--- src/rtl/dbus_pkg.sv ---
// rtl/dbus_pkg.sv - shared FSM encoding and wait-state limits for the dbus master
package dbus_pkg;

  typedef enum logic [1:0] {
    ST_IDLE   = 2'd0,
    ST_SETUP  = 2'd1,
    ST_ACCESS = 2'd2,
    ST_RESP   = 2'd3
  } dbus_state_t;

  localparam int WAIT_STATES_MIN = 1;
  localparam int WAIT_STATES_MAX = 15;
  localparam int WAIT_CNT_WIDTH  = $clog2(WAIT_STATES_MAX + 1);

  // Out-of-range parameter values are pulled back into the legal window.
  function automatic int clamp_wait(input int w);
    if (w < WAIT_STATES_MIN) return WAIT_STATES_MIN;
    if (w > WAIT_STATES_MAX) return WAIT_STATES_MAX;
    return w;
  endfunction

endpackage

--- src/rtl/dbus_master_seq_if.sv ---
// rtl/dbus_master_seq_if.sv - command and bus signal bundle for dbus_master_seq
interface dbus_master_seq_if #(
  parameter int DATA_WIDTH = 8,
  parameter int ADDR_WIDTH = 8,
  parameter int LEN_WIDTH  = 4
);
  logic                  CmdValid;
  logic                  CmdReady;
  logic                  CmdWr;
  logic [ADDR_WIDTH-1:0] CmdAddr;
  logic [DATA_WIDTH-1:0] CmdData;
  logic [LEN_WIDTH-1:0]  CmdLen;
  logic [ADDR_WIDTH-1:0] Addr;
  logic [DATA_WIDTH-1:0] Dout;
  logic [DATA_WIDTH-1:0] Din;
  logic                  Wr;
  logic                  RspValid;
  logic [DATA_WIDTH-1:0] RspData;
  logic                  RspLast;
  logic                  Busy;

  modport master (
    input  CmdValid, CmdWr, CmdAddr, CmdData, CmdLen, Din,
    output CmdReady, Addr, Dout, Wr, RspValid, RspData, RspLast, Busy
  );

  modport slave (
    output CmdValid, CmdWr, CmdAddr, CmdData, CmdLen, Din,
    input  CmdReady, Addr, Dout, Wr, RspValid, RspData, RspLast, Busy
  );
endinterface

--- src/rtl/dbus_wait_timer.sv ---
// rtl/dbus_wait_timer.sv - setup-phase down-counter, reloaded on every SETUP entry
module dbus_wait_timer
  import dbus_pkg::*;
#(
  parameter int WAIT_STATES = 1
) (
  input  logic Clk,
  input  logic Rst,
  input  logic load,
  output logic expire
);
  localparam logic [WAIT_CNT_WIDTH-1:0] LOAD_VAL = WAIT_CNT_WIDTH'(clamp_wait(WAIT_STATES));

  logic [WAIT_CNT_WIDTH-1:0] count;

  always_ff @(posedge Clk or posedge Rst) begin
    if (Rst) begin
      count <= '0;
    end else if (load) begin
      count <= LOAD_VAL;
    end else if (count != '0) begin
      count <= count - WAIT_CNT_WIDTH'(1);
    end
  end

  assign expire = (count == '0);
endmodule

--- src/rtl/dbus_master_seq.sv ---
// rtl/dbus_master_seq.sv - wait-stated bus master sequencer with registered outputs
// Bursts (incrementing address, write fill) are built only with DBUS_MASTER_SEQ_BURST_EN.
module dbus_master_seq
  import dbus_pkg::*;
#(
  parameter int DATA_WIDTH  = 8,
  parameter int ADDR_WIDTH  = 8,
  parameter int WAIT_STATES = 1,
  parameter int LEN_WIDTH   = 4
) (
  input logic               Clk,
  input logic               Rst,
  dbus_master_seq_if.master bus
);
  localparam logic [ADDR_WIDTH-1:0] ADDR_ONE  = ADDR_WIDTH'(1);
  localparam logic [DATA_WIDTH-1:0] DATA_ZERO = DATA_WIDTH'(0);

  dbus_state_t state, next_state;
  logic        accept;
  logic        wr_q;
  logic        expire;
  logic        timer_load;
  logic        last_beat;

  assign accept     = (state == ST_IDLE) && bus.CmdReady && bus.CmdValid;
  assign timer_load = (next_state == ST_SETUP) && (state != ST_SETUP);

  dbus_wait_timer #(.WAIT_STATES(WAIT_STATES)) u_wait_timer (
    .Clk    (Clk),
    .Rst    (Rst),
    .load   (timer_load),
    .expire (expire)
  );

`ifdef DBUS_MASTER_SEQ_BURST_EN
  logic [LEN_WIDTH-1:0] beats_left;

  // Counts down on each re-entry to SETUP, so zero marks the beat in flight as the last.
  always_ff @(posedge Clk or posedge Rst) begin
    if (Rst) begin
      beats_left <= '0;
    end else if (accept) begin
      beats_left <= bus.CmdLen;
    end else if (timer_load) begin
      beats_left <= beats_left - LEN_WIDTH'(1);
    end
  end

  assign last_beat = (beats_left == '0);
`else
  logic [LEN_WIDTH-1:0] unused_len;

  assign unused_len = bus.CmdLen;
  assign last_beat  = 1'b1;
`endif

  always_ff @(posedge Clk or posedge Rst) begin
    if (Rst) state <= ST_IDLE;
    else     state <= next_state;
  end

  always_comb begin
    next_state = state;
    case (state)
      ST_IDLE:   if (accept) next_state = ST_SETUP;
      ST_SETUP:  if (expire) next_state = ST_ACCESS;
      ST_ACCESS: begin
        if (!wr_q)          next_state = ST_RESP;
        else if (last_beat) next_state = ST_IDLE;
        else                next_state = ST_SETUP;
      end
      ST_RESP:   next_state = last_beat ? ST_IDLE : ST_SETUP;
      default:   next_state = ST_IDLE;
    endcase
  end

  // Every output is a flop keyed off next_state so it lines up with the state it belongs to.
  always_ff @(posedge Clk or posedge Rst) begin
    if (Rst) begin
      wr_q         <= 1'b0;
      bus.CmdReady <= 1'b0;
      bus.Busy     <= 1'b0;
      bus.Addr     <= '0;
      bus.Dout     <= DATA_ZERO;
      bus.Wr       <= 1'b0;
      bus.RspValid <= 1'b0;
      bus.RspData  <= DATA_ZERO;
      bus.RspLast  <= 1'b0;
    end else begin
      bus.CmdReady <= (next_state == ST_IDLE);
      bus.Busy     <= (next_state != ST_IDLE);
      bus.Wr       <= (next_state == ST_ACCESS) && wr_q;
      bus.RspValid <= (state == ST_ACCESS) && !wr_q;
      bus.RspLast  <= (state == ST_ACCESS) && !wr_q && last_beat;
      if ((state == ST_ACCESS) && !wr_q) begin
        bus.RspData <= bus.Din;
      end
      if (accept) begin
        wr_q     <= bus.CmdWr;
        bus.Addr <= bus.CmdAddr;
        if (bus.CmdWr) begin
          bus.Dout <= bus.CmdData;
        end
      end else if (timer_load) begin
        bus.Addr <= bus.Addr + ADDR_ONE;
      end
    end
  end
endmodule

--- src/flat_wrapper.sv ---
// flat-port wrapper written by rule: the top's interface ports become plain ports
module dbus_master_seq_flat import dbus_pkg::*;
#(
  parameter int DATA_WIDTH  = 8,
  parameter int ADDR_WIDTH  = 8,
  parameter int WAIT_STATES = 1,
  parameter int LEN_WIDTH   = 4
)
  (Clk, Rst, bus_CmdValid, bus_CmdWr, bus_CmdAddr, bus_CmdData, bus_CmdLen, bus_Din, bus_CmdReady, bus_Addr, bus_Dout, bus_Wr, bus_RspValid, bus_RspData, bus_RspLast, bus_Busy);
  dbus_master_seq_if #(.DATA_WIDTH(DATA_WIDTH), .ADDR_WIDTH(ADDR_WIDTH), .LEN_WIDTH(LEN_WIDTH)) bus_i ();
  input logic Clk;
  input logic Rst;
  input wire logic [$bits(bus_i.CmdValid)-1:0] bus_CmdValid;
  input wire logic [$bits(bus_i.CmdWr)-1:0] bus_CmdWr;
  input wire logic [$bits(bus_i.CmdAddr)-1:0] bus_CmdAddr;
  input wire logic [$bits(bus_i.CmdData)-1:0] bus_CmdData;
  input wire logic [$bits(bus_i.CmdLen)-1:0] bus_CmdLen;
  input wire logic [$bits(bus_i.Din)-1:0] bus_Din;
  output wire logic [$bits(bus_i.CmdReady)-1:0] bus_CmdReady;
  output wire logic [$bits(bus_i.Addr)-1:0] bus_Addr;
  output wire logic [$bits(bus_i.Dout)-1:0] bus_Dout;
  output wire logic [$bits(bus_i.Wr)-1:0] bus_Wr;
  output wire logic [$bits(bus_i.RspValid)-1:0] bus_RspValid;
  output wire logic [$bits(bus_i.RspData)-1:0] bus_RspData;
  output wire logic [$bits(bus_i.RspLast)-1:0] bus_RspLast;
  output wire logic [$bits(bus_i.Busy)-1:0] bus_Busy;
  assign bus_i.CmdValid = bus_CmdValid;
  assign bus_i.CmdWr = bus_CmdWr;
  assign bus_i.CmdAddr = bus_CmdAddr;
  assign bus_i.CmdData = bus_CmdData;
  assign bus_i.CmdLen = bus_CmdLen;
  assign bus_i.Din = bus_Din;
  assign bus_CmdReady = bus_i.CmdReady;
  assign bus_Addr = bus_i.Addr;
  assign bus_Dout = bus_i.Dout;
  assign bus_Wr = bus_i.Wr;
  assign bus_RspValid = bus_i.RspValid;
  assign bus_RspData = bus_i.RspData;
  assign bus_RspLast = bus_i.RspLast;
  assign bus_Busy = bus_i.Busy;
  dbus_master_seq #(.DATA_WIDTH(DATA_WIDTH), .ADDR_WIDTH(ADDR_WIDTH), .WAIT_STATES(WAIT_STATES), .LEN_WIDTH(LEN_WIDTH)) u_core (.Clk(Clk), .Rst(Rst), .bus(bus_i));
endmodule
--- config.mk ---
export PLATFORM = sky130hd
export DESIGN_NAME = dbus_master_seq_flat
export DESIGN_NICKNAME = d
export VERILOG_FILES = /design/src/rtl/dbus_pkg.sv /design/src/rtl/dbus_master_seq_if.sv /design/src/rtl/dbus_wait_timer.sv /design/src/rtl/dbus_master_seq.sv /design/src/flat_wrapper.sv
export SDC_FILE = /design/constraint.sdc
export NUM_CORES = 1
export LEC_CHECK = 0
export ABC_AREA = 0
export CORE_UTILIZATION = 44
export DETAILED_ROUTE_END_ITERATION = 7
export GPL_TIMING_DRIVEN = 0
export PLACE_DENSITY = 0.83
export SYNTH_ARGS = -nofsm -noshare
export SYNTH_HDL_FRONTEND = slang
export SYNTH_SLANG_ARGS = --single-unit
--- constraint.sdc ---
create_clock -name Clk -period 4.2 [get_ports Clk]
set_input_delay 0.63 -clock Clk [delete_from_list [all_inputs] [get_ports Clk]]
set_output_delay 0.63 -clock Clk [all_outputs]
set_load 0.05 [all_outputs]
# Word-level counts from Yosys, hierarchy flattened
# Index checks and enable logic that the tools add are counted.
[word_totals] out_inout_bits=29 wordCells=40 regBits=35 input_bits=32
[classes] eq_ne=6 n_addsub=2 mux=8 n_reduce_logical=14
[op_table] op="8-bit 2-to-1 mux" count=2
[op_table] op="8-bit by 1-bit adder with 8-bit output, second input constant" count=1
[op_table] op="4-bit 2-to-1 mux" count=2
[op_table] op="2-bit case mux with 4 select lines" count=1
[op_table] op="2-bit == test, second input constant" count=3
[op_table] op="2-bit 2-to-1 mux" count=3
[op_table] op="2-bit nonzero test" count=3
[op_table] op="1-bit logical AND" count=5
[op_table] op="2-bit by 1-bit == test with 1-bit output, second input constant" count=2
[op_table] op="2-bit zero test" count=2
[op_table] op="4-bit zero test" count=1
[op_table] op="4-bit nonzero test" count=1
[op_table] op="4-bit by 1-bit subtractor with 4-bit output, second input constant" count=1
[op_table] op="2-bit by 1-bit != test with 1-bit output, second input constant" count=1
[op_table] op="2-bit AND reduction" count=1
[op_table] op="1-bit zero test" count=1

# Depth between registers and ports, before layout
[depth] word_depth=9 depth_mapped=5 depth_no_buf=5

# Hierarchy
# Synthesis repeated with hierarchy kept, for this count alone.
[hier_totals] cells_unflattened=95 hier_area_um2=1431.4
[by_module_without_submodules] mod="dbus_master_seq" seq_area_each_um2=775.7 cells_per_inst=72 instances=1 area_each_um2=1197.4
[by_module_without_submodules] mod="dbus_wait_timer" seq_area_each_um2=100.1 cells_per_inst=23 instances=1 area_each_um2=234.0

# Least setup slack after synthesis
# No wires, ideal clock.
[synth_path] path_type="register to register" startpoint="register u_core.bus.CmdReady" endpoint="register u_core.bus.Addr[0]" arrival_ps=1600 period_less_slack_ps=1725 n_path_buf=2 slack_ps=2475 t_required_ps=4075 path_stages_with_launch=5 cell_sequence="dfrtp_1 nor4bb_1 buf_4 clkbuf_8 mux2_2"
[synth_between] elab_chain_len=7 word_cells_on_any_way=8
[synth_rtl] element="start, declared" line="dbus_master_seq_if.sv:24" source="output CmdReady, Addr, Dout, Wr, RspValid, RspData, RspLast, Busy"
[synth_rtl] element="start signal, assigned" line="dbus_master_seq.sv:90" source="bus.CmdReady <= (next_state == ST_IDLE);"
[synth_rtl] element="1-bit logical AND * (2 in series)" line="dbus_master_seq.sv:25" source="assign accept = (state == ST_IDLE) && bus.CmdReady && bus.CmdValid;"
[synth_rtl] element="2-bit 2-to-1 mux" line="dbus_master_seq.sv:65" source="ST_IDLE: if (accept) next_state = ST_SETUP;"
[synth_rtl] element="2-bit case mux with 4 select lines" line="dbus_master_seq.sv:64" source="case (state)"
[synth_rtl] element="2-bit by 1-bit == test with 1-bit output" line="dbus_master_seq.sv:26" source="assign timer_load = (next_state == ST_SETUP) && (state != ST_SETUP);"
[synth_rtl] element="1-bit logical AND" line="dbus_master_seq.sv:26"
[synth_rtl] element="2-bit nonzero test (no source line)"
[synth_rtl] element="end signal, assigned" line="dbus_master_seq.sv:100" source="bus.Addr <= bus.CmdAddr;"
[synth_rtl] element="end signal, assigned" line="dbus_master_seq.sv:105" source="bus.Addr <= bus.Addr + ADDR_ONE;"
[synth_rtl] element="end, declared" line="dbus_master_seq_if.sv:24"
# Every way passes the cells marked *; elsewhere a longest branch is shown, timed or not.
# A chain may end at the register's enable or synchronous reset.

# Worst setup path after layout
[layout_path] startpoint="register u_core.bus.RspValid" endpoint="output port bus_RspValid"
[layout_rtl] element="start, declared" line="dbus_master_seq_if.sv:24"
[layout_rtl] element="start signal, assigned" line="dbus_master_seq.sv:93" source="bus.RspValid <= (state == ST_ACCESS) && !wr_q;"
[layout_rtl] element="end, declared" line="flat_wrapper.sv:23" source="output wire logic [$bits(bus_i.RspValid)-1:0] bus_RspValid;"
# No word-level cell between the ends.

==> reports/metrics.csv <==
metric,value,unit
status,"finished, final reports clean",
number of buffers created by CTS,5,
Worst EP arrival,1.57,ns
async set or reset register ratio after synthesis,100.0,%
critical path class,reg2out,
Synth area leaders,"dfrtp_1 (63%), mux2_2 (13%), mux2_4 (8.6%), xnor2_1 (1.9%), buf_4 (1.6%)",
Crit Path Max Fanout,2,
first-pass GRT wire length,4485,um
syn avg cell area,15.57,um^2
post-synthesis sequential area ratio,62.50,%
adder-cell share of the synthesized area,0.8929,%
clock sinks,35,
WL final,2734,um
Max Clock Freq,0.4540,GHz
setup repair bufs after CTS,0,
clock tree root driver cell,clkbuf_4,
RSZ-0062 raised after global routing,no,
clock power share,10.8,%
"count leader, synth",dfrtp_1,
grt ovf,0,
Via density,4.712,
critical path required time,3.57,ns
nets@finish,186,
core area,3028,um^2
grt met2 use,30.87,%
fin crit share,52.44,%
main combinational cell family by area after synthesis,multiplexers,
Rel. slew slack,53.64,%
vias in the first global route,984,
gpl congestion,0.6922,
clock latency on the worst-skew pair,0.33,ns
area growth from synthesis to layout,48.84,%
post-synthesis xor/xnor area fraction,1.875,%
Longest Clk Path Bufs,2,
synth warn,0,
"Top FF cell, synth",dfrtp_1,
number of synthesized flops with an enable pin,0,
Initial Utilization,46.28,%
via count,933,
Post-Synthesis Cells,90,
share of layout cells above drive strength 1,24.68,%
cell area after synthesis,1401,um^2
die area,3415,um^2
cell taking the most area after synthesis,dfrtp_1,
post-synth cell types,22,
clock skew,0.009555,ns
grt peak-use layer,met2,
Final Max Tran Viols,0,
Tightest Pin Transition,0.6945,ns
Seq pwr share,30.9,%
Synth Register Bits,35,
Worst Setup End Kind,output port,
Final Hold Violating Endpoints,0,
# setup viols final,0,
Mapped Nets,123,
max cap viols,0,
drt first pass iters,3,
die width,58.44,um
CTS resizes,0,
IO Count,61,
worst vdd rail ir drop,0.4526,mV
Yosys top cell area share,62.50,%
Setup crit start kind,flop,
power share of the combinational group,58.2,%
pwr dens,914.8,nW/um^2
LEAKAGE,0.9413,nW
Initial DRC Count,16,
NetSw,858.8,uW
list of most frequent post-synthesis cells,"dfrtp_1 (35), mux2_2 (16), mux2_4 (8)",
cts hold-fix bufs,0,
Layout fillers,224,
ANT cells,0,
Sw Share,45.01,%
mean routed wirelength per cell,13.81,um
largest net degree at the start of global routing,36,
area occupied by multi-input gates,470.5,um^2
Final Critical Period,2.202,ns
grt met1 use,20.47,%
# port buffers,56,
post-synthesis simple-gate area fraction,7.321,%
Hold Crit Class,reg2reg,
multiplexer share of the synthesized area,21.43,%
drt drc,0,
FF/Latch Area,875.8,um^2
Clock H-tree levels,2,
initial antenna violation count,0,
"Power, Total",1.908,mW
Pint,1.049,mW
CTS tree,done,
# rows,20,
Clock Pin Slew Worst Setup and Hold Paths,0.10,ns
post-DP HPWL,2076,um
Vert. Die Dim,58.44,um
met3 Track Usage GR,4.615,%
GRT Total Usage,18.15,%
Setup Total Neg Slack,0,ns
post-synthesis compound-gate area fraction,2.054,%
Final ANT Viol Nets,0,
[path summary, 6_finish.rpt]
path | start | to | slack (ns) | cells past startpoint
worst max-delay path | u_core.bus.RspValid$_DFF_PP0_ | bus_RspValid | 2.00 | 2
worst min-delay path | u_core.bus.Addr[7]$_DFFE_PP0P_ | u_core.bus.Addr[7]$_DFFE_PP0P_ | 0.51 | 1
worst max register to register | u_core.u_wait_timer.count[0]$_DFFE_PP0P_ | u_core.state[0]$_DFF_PP0_ | 2.63 | 4
worst min register to register | u_core.bus.Addr[7]$_DFFE_PP0P_ | u_core.bus.Addr[7]$_DFFE_PP0P_ | 0.51 | 1
max in group asynchronous | Rst | u_core.bus.Addr[5]$_DFFE_PP0P_ | 3.03 | 2
min in group asynchronous | Rst | u_core.bus.Dout[7]$_DFFE_PP0P_ | 0.71 | 2
[per-layer routing]
layer / share of wire (%) / wire length (um)
met5: 0 / 0
met4: 3.3 / 91
met3: 3.6 / 99
met2: 53 / 1462
met1: 40 / 1081
[registers in the layout, indices dropped and copies added (netlist names)]
signal / count
u_core.bus.Addr: 8
u_core.bus.Busy: 1
u_core.bus.CmdReady: 1
u_core.bus.Dout: 8
u_core.bus.RspData: 8
u_core.bus.RspValid: 1
u_core.bus.Wr: 1
u_core.state: 2
u_core.u_wait_timer.count: 4
u_core.wr_q: 1
[area by class of cell]
type                            count  area share [%]
Sequential cell                    35           41.99
Timing Repair Buffer               56           26.87
Multi-Input combinational cell     46           22.56
Clock buffer                        8           3.299
Tap cell                           44           2.639
Buffer                              4           1.740
Inverter                            5          0.8998
[cell usage in the layout (no fill, tap or decap)]
cell	count
o21ai_0	1
dfrtp_1	35
mux2_2	16
and2b_1	1
clkbuf_4	5
xnor2_1	3
buf_4	3
a211oi_1	1
and3_1	1
nor4bb_1	1
or3_1	1
or3b_2	1
clkbuf_8	3
inv_1	4
clkdlybuf4s50_1	56
nand2_8	1
mux2_4	8
ha_1	1
inv_2	1
nor3b_1	2
nor2_1	3
a21o_1	1
a211o_1	1
nor3_1	1
nand2b_1	2
clkbuf_1	1
[power groups by stage]
stage / Clock (mW) / Sequential [mW] / Combinational [mW]
after floorplan: 0 / 1.04 / 0.318
after detailed placement: 0 / 0.598 / 1.12
after global placement: 0 / 0.585 / 1.10
after CTS: 0.209 / 0.592 / 1.12
after global routing: 0.223 / 0.613 / 1.16
final: 0.207 / 0.590 / 1.11
[worst max-delay path, cell delays in order, from the launching register on]
cell and delay (ns):
dfrtp_1 0.36, buf_4 0.10, clkdlybuf4s50_1 0.78
[through the flow]
stage               worst slack, ns  instance area, um^2  utilization [%]  hold WS (ns)  std cells
CTS                           1.991                 2086            68.88        0.5187        198
global placement              2.063                 2017            66.61        0.4904        190
floorplan                     2.475                 1401                -        0.5003         90
finish                        1.998                 2086            68.88        0.5124        198
detailed placement            2.028                 2017            66.61        0.4950        190
global route                  1.960                 2086            68.88        0.5323        198
[logic make-up after synthesis]
| family | count (synthesis) |
|---|---|
| mux | 24 |
| simple gates | 14 |
| compound gates | 4 |
| flops | 35 |
| fa+ha+maj | 1 |
| xor+xnor | 3 |
| buf+inv | 9 |
Power figures use the tool's default switching activity.
